--- src/rtl/regif_alu_fifo.sv ---
// Register-mapped compute block: operand FIFOs A/B feed a mode-selected ALU into result FIFO Y.
// Optional sticky error register enabled by defining REGIF_ALU_ERR_EN.
module regif_alu_fifo #(
    parameter int DATA_W     = 8,
    parameter int FIFO_DEPTH = 4,
    parameter int ADDR_W     = 3
) (
    input  logic              clk,
    input  logic              reset_n,
    input  logic [ADDR_W-1:0] write_address,
    input  logic [DATA_W-1:0] write_data,
    input  logic              write_en,
    output logic              write_rdy,
    input  logic [ADDR_W-1:0] read_address,
    input  logic              read_en,
    output logic [DATA_W-1:0] read_data,
    output logic              read_rdy
);

    localparam int PTR_W = $clog2(FIFO_DEPTH);
    localparam int CNT_W = PTR_W + 1;
    localparam logic [CNT_W-1:0] FULL_CNT = CNT_W'(FIFO_DEPTH);

    localparam logic [ADDR_W-1:0] ADDR_A_NF  = ADDR_W'(0);
    localparam logic [ADDR_W-1:0] ADDR_B_NF  = ADDR_W'(1);
    localparam logic [ADDR_W-1:0] ADDR_Y_NE  = ADDR_W'(2);
    localparam logic [ADDR_W-1:0] ADDR_Y_POP = ADDR_W'(3);
    localparam logic [ADDR_W-1:0] ADDR_A     = ADDR_W'(4);
    localparam logic [ADDR_W-1:0] ADDR_B     = ADDR_W'(5);
    localparam logic [ADDR_W-1:0] ADDR_MODE  = ADDR_W'(6);
    localparam logic [ADDR_W-1:0] ADDR_ERR   = ADDR_W'(7);

    logic [DATA_W-1:0] a_mem_q [FIFO_DEPTH];
    logic [DATA_W-1:0] b_mem_q [FIFO_DEPTH];
    logic [DATA_W-1:0] y_mem_q [FIFO_DEPTH];
    logic [PTR_W-1:0]  a_wr_q, a_rd_q, b_wr_q, b_rd_q, y_wr_q, y_rd_q;
    logic [CNT_W-1:0]  a_cnt_q, a_cnt_d, b_cnt_q, b_cnt_d, y_cnt_q, y_cnt_d;
    logic [1:0]        mode_q, mode_d;
    logic              rdy_q;
    logic [DATA_W-1:0] read_data_q, rd_val_s, result_s;

    logic wr_acc_s, rd_acc_s;
    logic a_full_s, b_full_s, y_full_s, a_empty_s, b_empty_s, y_empty_s;
    logic a_push_s, b_push_s, y_pop_s, compute_s;

    assign write_rdy = rdy_q;
    assign read_rdy  = rdy_q;
    assign read_data = read_data_q;

    assign wr_acc_s  = write_en & rdy_q;
    assign rd_acc_s  = read_en & rdy_q;
    assign a_full_s  = (a_cnt_q == FULL_CNT);
    assign b_full_s  = (b_cnt_q == FULL_CNT);
    assign y_full_s  = (y_cnt_q == FULL_CNT);
    assign a_empty_s = (a_cnt_q == CNT_W'(0));
    assign b_empty_s = (b_cnt_q == CNT_W'(0));
    assign y_empty_s = (y_cnt_q == CNT_W'(0));

    // Every full/empty decision uses start-of-cycle occupancy, so a same-cycle pop never frees a slot.
    assign a_push_s  = wr_acc_s && (write_address == ADDR_A) && !a_full_s;
    assign b_push_s  = wr_acc_s && (write_address == ADDR_B) && !b_full_s;
    assign y_pop_s   = rd_acc_s && (read_address == ADDR_Y_POP) && !y_empty_s;
    assign compute_s = !a_empty_s && !b_empty_s && !y_full_s;

    // ALU on the FIFO heads using the mode held at the start of the cycle.
    always_comb begin
        result_s = '0;
        case (mode_q)
            2'd0:    result_s = a_mem_q[a_rd_q] | b_mem_q[b_rd_q];
            2'd1:    result_s = a_mem_q[a_rd_q] & b_mem_q[b_rd_q];
            2'd2:    result_s = a_mem_q[a_rd_q] ^ b_mem_q[b_rd_q];
            default: result_s = a_mem_q[a_rd_q] + b_mem_q[b_rd_q];
        endcase
    end

    // Occupancy and mode next-state.
    always_comb begin
        a_cnt_d = a_cnt_q;
        b_cnt_d = b_cnt_q;
        y_cnt_d = y_cnt_q;
        mode_d  = mode_q;
        if (a_push_s && !compute_s) begin
            a_cnt_d = a_cnt_q + CNT_W'(1);
        end else if (!a_push_s && compute_s) begin
            a_cnt_d = a_cnt_q - CNT_W'(1);
        end else begin
            a_cnt_d = a_cnt_q;
        end
        if (b_push_s && !compute_s) begin
            b_cnt_d = b_cnt_q + CNT_W'(1);
        end else if (!b_push_s && compute_s) begin
            b_cnt_d = b_cnt_q - CNT_W'(1);
        end else begin
            b_cnt_d = b_cnt_q;
        end
        if (compute_s && !y_pop_s) begin
            y_cnt_d = y_cnt_q + CNT_W'(1);
        end else if (!compute_s && y_pop_s) begin
            y_cnt_d = y_cnt_q - CNT_W'(1);
        end else begin
            y_cnt_d = y_cnt_q;
        end
        if (wr_acc_s && (write_address == ADDR_MODE)) begin
            mode_d = write_data[1:0];
        end else begin
            mode_d = mode_q;
        end
    end

`ifdef REGIF_ALU_ERR_EN
    logic [3:0] err_q, err_d, err_ev_s;

    // Sticky error events; a clearing read loses to an event in the same cycle.
    always_comb begin
        err_ev_s    = '0;
        err_ev_s[0] = wr_acc_s && (write_address == ADDR_A) && a_full_s;
        err_ev_s[1] = wr_acc_s && (write_address == ADDR_B) && b_full_s;
        err_ev_s[2] = rd_acc_s && (read_address == ADDR_Y_POP) && y_empty_s;
        err_ev_s[3] = wr_acc_s && (write_address != ADDR_A) && (write_address != ADDR_B)
                      && (write_address != ADDR_MODE);
        if (rd_acc_s && (read_address == ADDR_ERR)) begin
            err_d = err_ev_s;
        end else begin
            err_d = err_q | err_ev_s;
        end
    end

    // Error register state.
    always_ff @(posedge clk or negedge reset_n) begin
        if (!reset_n) begin
            err_q <= '0;
        end else begin
            err_q <= err_d;
        end
    end
`endif

    // Read-port mux, statuses zero-extended.
    always_comb begin
        rd_val_s = '0;
        case (read_address)
            ADDR_A_NF:  rd_val_s = DATA_W'(!a_full_s);
            ADDR_B_NF:  rd_val_s = DATA_W'(!b_full_s);
            ADDR_Y_NE:  rd_val_s = DATA_W'(!y_empty_s);
            ADDR_Y_POP: rd_val_s = y_empty_s ? '0 : y_mem_q[y_rd_q];
            ADDR_A:     rd_val_s = DATA_W'(y_cnt_q);
            ADDR_MODE:  rd_val_s = DATA_W'(mode_q);
            ADDR_ERR: begin
`ifdef REGIF_ALU_ERR_EN
                rd_val_s = DATA_W'(err_q);
`else
                rd_val_s = '0;
`endif
            end
            default:    rd_val_s = '0;
        endcase
    end

    // Control state: pointers, counts, mode, ready and read data.
    always_ff @(posedge clk or negedge reset_n) begin
        if (!reset_n) begin
            a_wr_q      <= '0;
            a_rd_q      <= '0;
            b_wr_q      <= '0;
            b_rd_q      <= '0;
            y_wr_q      <= '0;
            y_rd_q      <= '0;
            a_cnt_q     <= '0;
            b_cnt_q     <= '0;
            y_cnt_q     <= '0;
            mode_q      <= 2'd0;
            rdy_q       <= 1'b0;
            read_data_q <= '0;
        end else begin
            rdy_q   <= 1'b1;
            a_cnt_q <= a_cnt_d;
            b_cnt_q <= b_cnt_d;
            y_cnt_q <= y_cnt_d;
            mode_q  <= mode_d;
            if (a_push_s)  a_wr_q <= a_wr_q + PTR_W'(1);
            if (b_push_s)  b_wr_q <= b_wr_q + PTR_W'(1);
            if (compute_s) begin
                a_rd_q <= a_rd_q + PTR_W'(1);
                b_rd_q <= b_rd_q + PTR_W'(1);
                y_wr_q <= y_wr_q + PTR_W'(1);
            end
            if (y_pop_s)   y_rd_q <= y_rd_q + PTR_W'(1);
            if (rd_acc_s)  read_data_q <= rd_val_s;
        end
    end

    // FIFO storage; contents are don't-care while the matching count is zero.
    always_ff @(posedge clk) begin
        if (a_push_s)  a_mem_q[a_wr_q] <= write_data;
        if (b_push_s)  b_mem_q[b_wr_q] <= write_data;
        if (compute_s) y_mem_q[y_wr_q] <= result_s;
    end

endmodule

--- config.mk ---
export PLATFORM = sky130hd
export DESIGN_NAME = regif_alu_fifo
export DESIGN_NICKNAME = d
export VERILOG_FILES = /design/src/rtl/regif_alu_fifo.sv
export SDC_FILE = /design/constraint.sdc
export NUM_CORES = 1
export LEC_CHECK = 0
export ABC_CLOCK_PERIOD_IN_PS = 3200
export CORE_UTILIZATION = 57
export CTS_BUF_LIST = sky130_fd_sc_hd__clkbuf_8
export CTS_CLUSTER_SIZE = 12
export DETAILED_ROUTE_END_ITERATION = 8
export HOLD_SLACK_MARGIN = 0.03
export PLACE_DENSITY = 0.76
export SKIP_CTS_REPAIR_TIMING = 1
export SLEW_MARGIN = 10
export SYNTH_ARGS = -nofsm -noshare
export SYNTH_HDL_FRONTEND = slang
export SYNTH_SLANG_ARGS = --single-unit
--- constraint.sdc ---
create_clock -name clk -period 3.2 [get_ports clk]
set_input_delay 0.64 -clock clk [delete_from_list [all_inputs] [get_ports clk]]
set_output_delay 0.64 -clock clk [all_outputs]
set_load 0.01 [all_outputs]
==> impl_metrics.toml <==
[outcome]
status = "finished clean"

[global_routing]
grtUsageTotal_pct = 18.7
grt-ovfl-total = 0
antenna_found_initial = 0
grt_pass1_vias = 3197
grt_max_degree = 33
grt_pass1_wl_um = 15500

[die]
rows = 36
design.core.area_sq_um = 9910
die_height_um = 104
io_pins = 28
die_area_sq_um = 10800
initial_core_util_pct = 59.8
die_w_um = 104

[detailed_routing]
drtIter0Drc = 104
firstDrtPassIters = 4
post_drt_wl_per_cell_um = 16.0
wl_um = 9110
drc = 0
vias = 3145
drt.antenna.violating_nets = 0
viasPerCell = 5.53

[logic_synthesis]
avgSynthCellArea_sq_um = 15.5
ys.flop_type = "edfxtp_1"
ys_async_sr_fraction_pct = 25.0
synth_warnings = 0
ys_ff_latch = 128
netlist_area_sq_um = 5920
syn_nets = 435
yosysSeqAreaShare_pct = 62.2
synth_edf_count = 96
ys_types = 52
syn_inst = 382

[pwr]
report.power.total_mw = 6.09
p_leak_nw = 2.53
ir_worst_vdd_v = 0.000530
power_density_nw_per_um2 = 908

[sta]
tightest_slew_ns = 0.666
max_freq_mhz = 354
maxSlewHeadroom_pct = 55.6
setup-violations-final = 0
rsz0062_at_grt = "no"
min_period_ns = 2.82
period_share_pct = 88.3
fin_ws_ns = 0.376
finalSetupTns_ns = 0
skew_ns = 0.0110
final_hold_viol_count = 0
drv_slew = 0

[clocking]
cts_tree = "built"
clk_pin_slew_ns = 0.08
worstSkewPairLatency_ns = 0.42
cts.sinks = 128
cts_buffer_depth = 2
h-tree-depth = 4
clockRootBuffer = "clkbuf_8"
cts_buffers = 17

[place]
place_area_sq_um = 6350
place_congestion = 0.792
dp_slack_ns = 0.318
portBuffers = 27
dp_hpwl_um = 6700

[layout]
n_antenna_cell = 0
nets = 476
area_growth_pct = 13.3
utilization_pct = 67.7
post_route_cells_drive_above_1_share_pct = 17.0
final_cell_area_sq_um = 6710

[critical_path]
path_class = "reg2reg"
cp.arrival_ns = 2.95
slowest_stage = "mux4_2"
crit_family = "adder cells"
crit_buf_inv = 0
endpoint_kind = "register"
path_cells = "mux4_2 > ha_1 > fa_1 > a21o_1 > a211oi_1 > or3_1 > nand3_1"
crit_required_ns = 3.33
cp_max_fo = 5
critPathLaunchType = "register"
slowest_delay_ns = 0.57

[worst_hold_path]
hold_class = "reg2reg"

[flow_run]
maxCapViolCount = 0
through the flow:
stage | instances | hold WS [ns]
6_report | 569 | 0.489
3_3_place_gp | 537 | 0.467
4_1_cts | 569 | 0.497
3_5_place_dp | 537 | 0.479
2_1_floorplan | 382 | 0.344
5_1_grt | 569 | 0.523
kinds of logic after synthesis:
family / after synthesis / synth area share (%)
AO/OA/AOI/OAI: 49 / 5.85
XOR/XNOR: 19 / 2.81
adder cells (fa/ha/maj): 35 / 7.90
buffers and inverters: 51 / 3.51
flip-flops: 128 / 62.2
multiplexers: 33 / 11.5
other: 1 / 0.0633
AND/OR/NAND/NOR: 66 / 6.19
final timing paths:
kind / from / to / slack, ns / cells after the start
setup / recovery: b_rd_q[0] / y_mem_q[1][6] / 0.38 / 7
hold / removal: read_data[6] / read_data[6] / 0.49 / 2
setup reg to reg: b_rd_q[0] / y_mem_q[1][6] / 0.38 / 7
hold reg to reg: read_data[6] / read_data[6] / 0.49 / 2
max in group asynchronous: reset_n / a_rd_q[0] / 2.27 / 2
min in group asynchronous: reset_n / read_rdy / 0.62 / 2
area by class of cell:
class	instances	area, sq um
timing repair buffer	35	330
sequential	128	3680
clock buffer	17	234
inverter	38	143
fill	673	3200
clock inverter	15	123
multi-input combinational	203	2030
tap	133	166
registers in the layout, indices dropped and copies added, names as in the netlist, 3 cells and up:
register and cells:
a_mem_q 32, a_cnt_q 3, b_cnt_q 3, b_mem_q 32, y_cnt_q 3, y_mem_q 32
read_data 8
Yosys cell counts (all sizes together) (7+ instances only):
| cell | count | area, sq um |
|---|---|---|
| and2 | 13 | 81.3 |
| xor2 | 9 | 78.8 |
| nand2 | 21 | 78.8 |
| xnor2 | 10 | 87.6 |
| o21ai | 19 | 95.1 |
| mux4 | 26 | 604 |
| edfxtp | 96 | 2880 |
| inv | 38 | 143 |
| ha | 31 | 388 |
| clkbuf | 7 | 27.5 |
| dfrtp | 32 | 801 |
| nor2 | 9 | 33.8 |
placed cells by master, fill, tap and decap left out, types with 5 or more instances in the layout:
master | netlist | final
a21oi_1 | 6 | 6
and2_1 | 13 | 13
buf_4 | 1 | 8
clkbuf_8 | 0 | 17
clkdlybuf4s50_1 | 0 | 27
dfrtp_1 | 32 | 32
edfxtp_1 | 96 | 96
ha_1 | 31 | 31
inv_1 | 37 | 37
inv_6 | 0 | 8
mux2_2 | 5 | 5
mux4_1 | 5 | 5
mux4_2 | 21 | 21
nand2_1 | 21 | 21
nor2_1 | 9 | 9
o21ai_0 | 13 | 13
o21ai_1 | 6 | 6
xnor2_1 | 10 | 10
xor2_1 | 9 | 9
metal layers:
metal | GRT usage (%) | share of wire, %
met2 | 31.8 | 52
met3 | 4.57 | 3.0
met4 | 7.14 | 1.3
met5 | 0 | 0
met1 | 23.4 | 44
tightest hold or removal path: cells and delay by family (launching register included):
family          cells  cell delay, ns
compound gates      1            0.06
flops               1            0.35
simple gates        1            0.05
report_power, final:
part | total (mW) | leakage (nW) | internal, mW | switching, mW
sequential | 2.63 | 1.26 | 2.30 | 0.324
combinational | 2.23 | 1.09 | 1.09 | 1.14
clock | 1.24 | 0.177 | 0.557 | 0.680
total | 6.09 | 2.53 | 3.95 | 2.14
Note: power is estimated with default switching activity, not from simulation.
